`src/rtl/hazard_ctrl.sv`:
```
// Pipeline hazard controller: per-stage write enables and bubble inserts for a
// 5-stage pipeline, with wait states for data-memory stalls and multi-cycle MDU ops.
module hazard_ctrl (
  input  logic        clk,
  input  logic        rst,
  input  logic [4:0]  id_rs1,
  input  logic [4:0]  id_rs2,
  input  logic        id_uses_rs1,
  input  logic        id_uses_rs2,
  input  logic [4:0]  ex_rd,
  input  logic        ex_mem_read,
  input  logic        ex_redirect,
  input  logic        mdu_start,
  input  logic        mdu_done,
  input  logic        imem_ready,
  input  logic        dmem_req,
  input  logic        dmem_ready,
  output logic        pc_write,
  output logic        if_id_reg_write,
  output logic        if_id_flush,
  output logic        id_ex_write,
  output logic        id_ex_flush,
  output logic        ex_mem_write,
  output logic        ex_mem_flush,
  output logic [15:0] stall_cycles
);

  typedef enum logic [1:0] {RUN, DMEM_WAIT, MDU_BUSY} state_e;

  // Control vector order: {pc_w, if_id_w, if_id_f, id_ex_w, id_ex_f, ex_mem_w, ex_mem_f}
  localparam logic [6:0] CTL_RUN      = 7'b1101010;
  localparam logic [6:0] CTL_FREEZE   = 7'b0000000;
  localparam logic [6:0] CTL_MDU      = 7'b0000001;
  localparam logic [6:0] CTL_REDIRECT = 7'b1010110;
  localparam logic [6:0] CTL_LOADUSE  = 7'b0000110;
  localparam logic [6:0] CTL_IMEM     = 7'b0011010;
  localparam logic [6:0] CTL_RESET    = 7'b0010101;

  state_e      state_q, state_d;
  logic [15:0] stall_cnt_q, stall_cnt_d;
  logic [6:0]  ctl;
  logic        load_use;
  logic        eval_run;
  logic        start_ok;

  assign load_use = ex_mem_read && (ex_rd != 5'd0) &&
                    ((id_uses_rs1 && (id_rs1 == ex_rd)) ||
                     (id_uses_rs2 && (id_rs2 == ex_rd)));

  always_ff @(posedge clk or posedge rst) begin
    if (rst) begin
      state_q     <= RUN;
      stall_cnt_q <= '0;
    end else begin
      state_q     <= state_d;
      stall_cnt_q <= stall_cnt_d;
    end
  end

  // Wait states decide first; RUN rules are shared by RUN and the DMEM_WAIT exit cycle.
  always_comb begin
    state_d  = state_q;
    ctl      = CTL_RUN;
    eval_run = 1'b0;
    start_ok = 1'b0;

    case (state_q)
      RUN: begin
        eval_run = 1'b1;
        start_ok = 1'b1;
      end
      DMEM_WAIT: begin
        if (!dmem_ready) begin
          ctl = CTL_FREEZE;
        end else begin
          eval_run = 1'b1;
          state_d  = RUN;
        end
      end
      MDU_BUSY: begin
        if (!mdu_done) begin
          ctl = CTL_MDU;
        end else begin
          ctl     = CTL_RUN;
          state_d = RUN;
        end
      end
      default: state_d = RUN;
    endcase

    if (eval_run) begin
      if (dmem_req && !dmem_ready) begin
        ctl     = CTL_FREEZE;
        state_d = DMEM_WAIT;
      end else if (start_ok && mdu_start) begin
        ctl     = CTL_MDU;
        state_d = MDU_BUSY;
      end else if (ex_redirect) begin
        ctl = CTL_REDIRECT;
      end else if (load_use) begin
        ctl = CTL_LOADUSE;
      end else if (!imem_ready) begin
        ctl = CTL_IMEM;
      end
    end

    if (rst) begin
      ctl     = CTL_RESET;
      state_d = RUN;
    end
  end

  assign {pc_write, if_id_reg_write, if_id_flush, id_ex_write,
          id_ex_flush, ex_mem_write, ex_mem_flush} = ctl;

  always_comb begin
    stall_cnt_d = stall_cnt_q;
    if (!pc_write && (stall_cnt_q != 16'hFFFF))
      stall_cnt_d = stall_cnt_q + 16'd1;
  end

  assign stall_cycles = stall_cnt_q;

endmodule
```
`config.mk`:
```
export PLATFORM = sky130hd
export DESIGN_NAME = hazard_ctrl
export DESIGN_NICKNAME = d
export VERILOG_FILES = /design/src/rtl/hazard_ctrl.sv
export SDC_FILE = /design/constraint.sdc
export NUM_CORES = 1
export LEC_CHECK = 0
export CORE_MARGIN = 5
export CORE_UTILIZATION = 47
export DETAILED_ROUTE_END_ITERATION = 10
export GPL_TIMING_DRIVEN = 1
export PLACE_DENSITY = 0.85
export SLEW_MARGIN = 20
export SYNTH_ARGS = -nofsm -noshare
export SYNTH_HDL_FRONTEND = slang
export SYNTH_SLANG_ARGS = --single-unit
```
`constraint.sdc`:
```
create_clock -name clk -period 6.2 [get_ports clk]
set_input_delay 1.24 -clock clk [delete_from_list [all_inputs] [get_ports clk]]
set_output_delay 1.24 -clock clk [all_outputs]
set_load 0.01 [all_outputs]
```
==> summary.txt <==
STA
  • Min Clock Period, post-route: 4.850 ns
  • Tightest Pin Transition: 0.4666 ns
  • RSZ-0062 raised after global routing: false
  • Fin. Hold Viols: 0
  • Setup Skew: 0.005340 ns
  • Final slew viol count: 0
  • Final period utilization: 78.23%
  • Final setup viols: 0
  • Fmax: 206.2 MHz
  • Slew headroom: 68.75%
  • Setup tns final: 0 ns
  • Setup ws final: 1.350 ns

Clocking
  • Setup bufs post-CTS: 0
  • Clk slew on worst S/H paths: 0.11 ns
  • Clock Latency Late Sink: 0.30 ns
  • Clock root buffer: clkbuf_4
  • Max clock buf depth: 2
  • CTS buffer count: 3
  • H-tree depth: 1
  • Clock sinks: 18
  • Cts repair resizes: 0
  • Post-CTS Hold Buffers: 0
  • CTS tree: built

Setup path
  • Worst-path fanout max: 3
  • Reg2Reg Depth: 10
  • CP startpoint: ex_rd[1]
  • Reg-to-reg slack, setup: 3.77 ns
  • Crit path kind: input pin to output port
  • Startpoint Class: input pin
  • Crit. End Element: output port
  • WP data required: 4.96 ns
  • R2r endpoint: stall_cycles[3]
  • Worst Setup EP: ex_mem_flush
  • Crit path DAT: 3.61 ns
  • Worst R2R Start: state_q[0]

Pwr
  • Switching share of total power: 38.40%
  • Pleak: 0.7336 nW
  • Peak VDD IR: 0.0002684 V
  • Logic pwr share: 45.9%
  • P_int: 0.3082 mW
  • Clk network pwr share: 15.0%
  • Power share of the sequential group: 39.1%
  • Pwr dens: 270.4 nW/um^2
  • Switching power: 0.1921 mW

Layout
  • Diodes inserted: 0
  • Area delta synth->final: 42.49%
  • Fill cells: 227
  • Share of layout cells above drive strength 1: 8.854%
  • Layout Nets: 224

Synthesis
  • Cells after Synth: 140
  • Syn nets: 171
  • Top FF cell, synth: dfrtp_1
  • Synthesized area per cell: 9.277 um^2
  • Async SR Flop Fraction: 100.0%
  • Sequential cell area fraction in the yosys report: 34.68%
  • Post-synth design cell area: 1299 um^2
  • Number of flops mapped to enable cells by yosys: 0
  • Synth Register Bits: 18
  • Post-synth cell types: 35
  • Warnings from Yosys: 0

Placed design
  • Dpl ws: 1.374 ns
  • Hpwl dp: 2.666 mm
  • GP Congestion: 0.8653
  • Input/output buffers: 48

Detailed routing
  • Via count: 1234
  • Drt total wl: 3.255 mm
  • Routed met2 length: 1.714 mm
  • 1st-iter DRT viols: 35
  • Post-route DRC: 0
  • Final antenna-violating net count: 0
  • 1st-pass router iterations: 4
  • Met1 WL: 1.287 mm
  • Highest Signal Layer: met4
  • Vias per inst: 5.534
  • Routed len/inst: 14.60 um
  • Met3 wire length: 190 um

Global routing
  • GRT Resource Usage Total: 17.23%
  • Number of global-route vias before repair: 1267
  • Initial antenna violation count: 0
  • Largest net degree at the start of global routing: 22
  • Global-route wire length before repair: 5.575 mm
  • Grt ovf: 0

Floorplanning
  • FP Rows: 19
  • Core Footprint: 2710 um^2
  • Total die area: 3914 um^2
  • Chip height: 62.57 um
  • Starting Density: 47.92%
  • Die W: 62.57 um
  • Total I/O pin count: 49

Hold path
  • Hold Crit Class: flip-flop to flip-flop

Flow run
  • Max-cap violations: 0

Outcome
  • Status: finished, final reports clean
cells in the mapped netlist, drive strengths merged (4+ instances only):
cell type  number  area (um^2)
ha              5        62.56
nor3            6        45.04
o21ai           5        28.78
nand4           6        37.54
nor2            6        22.52
dfrtp          18        450.4
nand3           7        35.03
nand2          17        63.81
xor2            7        61.31
inv             7        28.78
a21oi          11        55.05
a31oi           4        25.02
xnor2          16        140.1
power by group through the flow:
| stage | clock network (mW) | registers [mW] | logic (mW) |
|---|---|---|---|
| after floorplan | 0 | 0.204 | 0.106 |
| after global placement | 0 | 0.193 | 0.223 |
| after detailed placement | 0 | 0.196 | 0.231 |
| after CTS | 0.0751 | 0.195 | 0.233 |
| after global routing | 0.0821 | 0.202 | 0.250 |
| final | 0.0753 | 0.195 | 0.230 |
through the flow:
stage | cells | util [%] | hold WS, ns | power, mW | cell area, um^2
after CTS | 223 | 68.28 | 0.5010 | 0.5023 | 1851
final | 223 | 68.28 | 0.4944 | 0.5004 | 1851
after detailed placement | 219 | 66.94 | 0.4863 | 0.4277 | 1814
after global routing | 223 | 68.28 | 0.5337 | 0.5342 | 1851
after floorplan | 140 | - | 0.5217 | 0.3097 | 1299
after global placement | 219 | 66.94 | 0.4840 | 0.4167 | 1814
worst min path at each step:
stage,cells past startpoint,to,startpoint
after detailed placement,1,stall_cycles[9],stall_cycles[9]
after global placement,1,stall_cycles[9],stall_cycles[9]
after global routing,1,stall_cycles[9],stall_cycles[9]
after floorplan,1,stall_cycles[5],stall_cycles[5]
final,1,stall_cycles[9],stall_cycles[9]
after CTS,1,stall_cycles[9],stall_cycles[9]
sequential cells by signal, indices dropped and copies added (netlist names):
name          cells
stall_cycles     16
state_q           2
final cells by class:
type	count	area [um^2]	share of cell area [%]
multi-input cells	114	808.3	43.68
repair buffers	49	488.0	26.37
flip-flops and latches	18	450.4	24.34
well taps	31	38.79	2.096
clock buffers	4	36.28	1.961
inverters	7	28.78	1.555
cell usage in the layout, fill, tap and decap left out, drive strengths merged, types with 2 or more instances in the layout:
| cell type | count |
|---|---|
| nand2b | 3 |
| a21oi | 11 |
| xnor2 | 16 |
| nor3 | 6 |
| nand4 | 6 |
| o21ai | 5 |
| inv | 7 |
| a31o | 2 |
| clkdlybuf4s50 | 48 |
| a31oi | 4 |
| nor2 | 6 |
| xor2 | 7 |
| nor2b | 3 |
| nor4 | 2 |
| dfrtp | 18 |
| clkbuf | 4 |
| nand2 | 17 |
| nand3 | 7 |
| ha | 5 |
cell families after synthesis:
family | Yosys count | share of synthesized area, %
AND/OR/NAND/NOR | 55 | 24.47
flip-flops | 18 | 34.68
buffers and inverters | 8 | 3.083
adder cells (fa/ha/maj) | 5 | 4.817
AO/OA/AOI/OAI | 31 | 17.44
XOR/XNOR | 23 | 15.51
worst max-delay path, cell delays in order:
cell and delay [ns]:
clkdlybuf4s50_1 0.47, or4_1 0.54, o21a_1 0.22, a21oi_1 0.27, a31oi_1 0.14, o221ai_1 0.16
clkdlybuf4s50_1 0.57
layer usage:
metal / vias to the layer above / track usage (%)
li1: 602 / -
met1: 582 / 19.15
met2: 43 / 31.35
met3: 7 / 3.957
met4: 0 / 6.631
met5: - / 0
No activity file was read; power rests on OpenSTA's default activity.
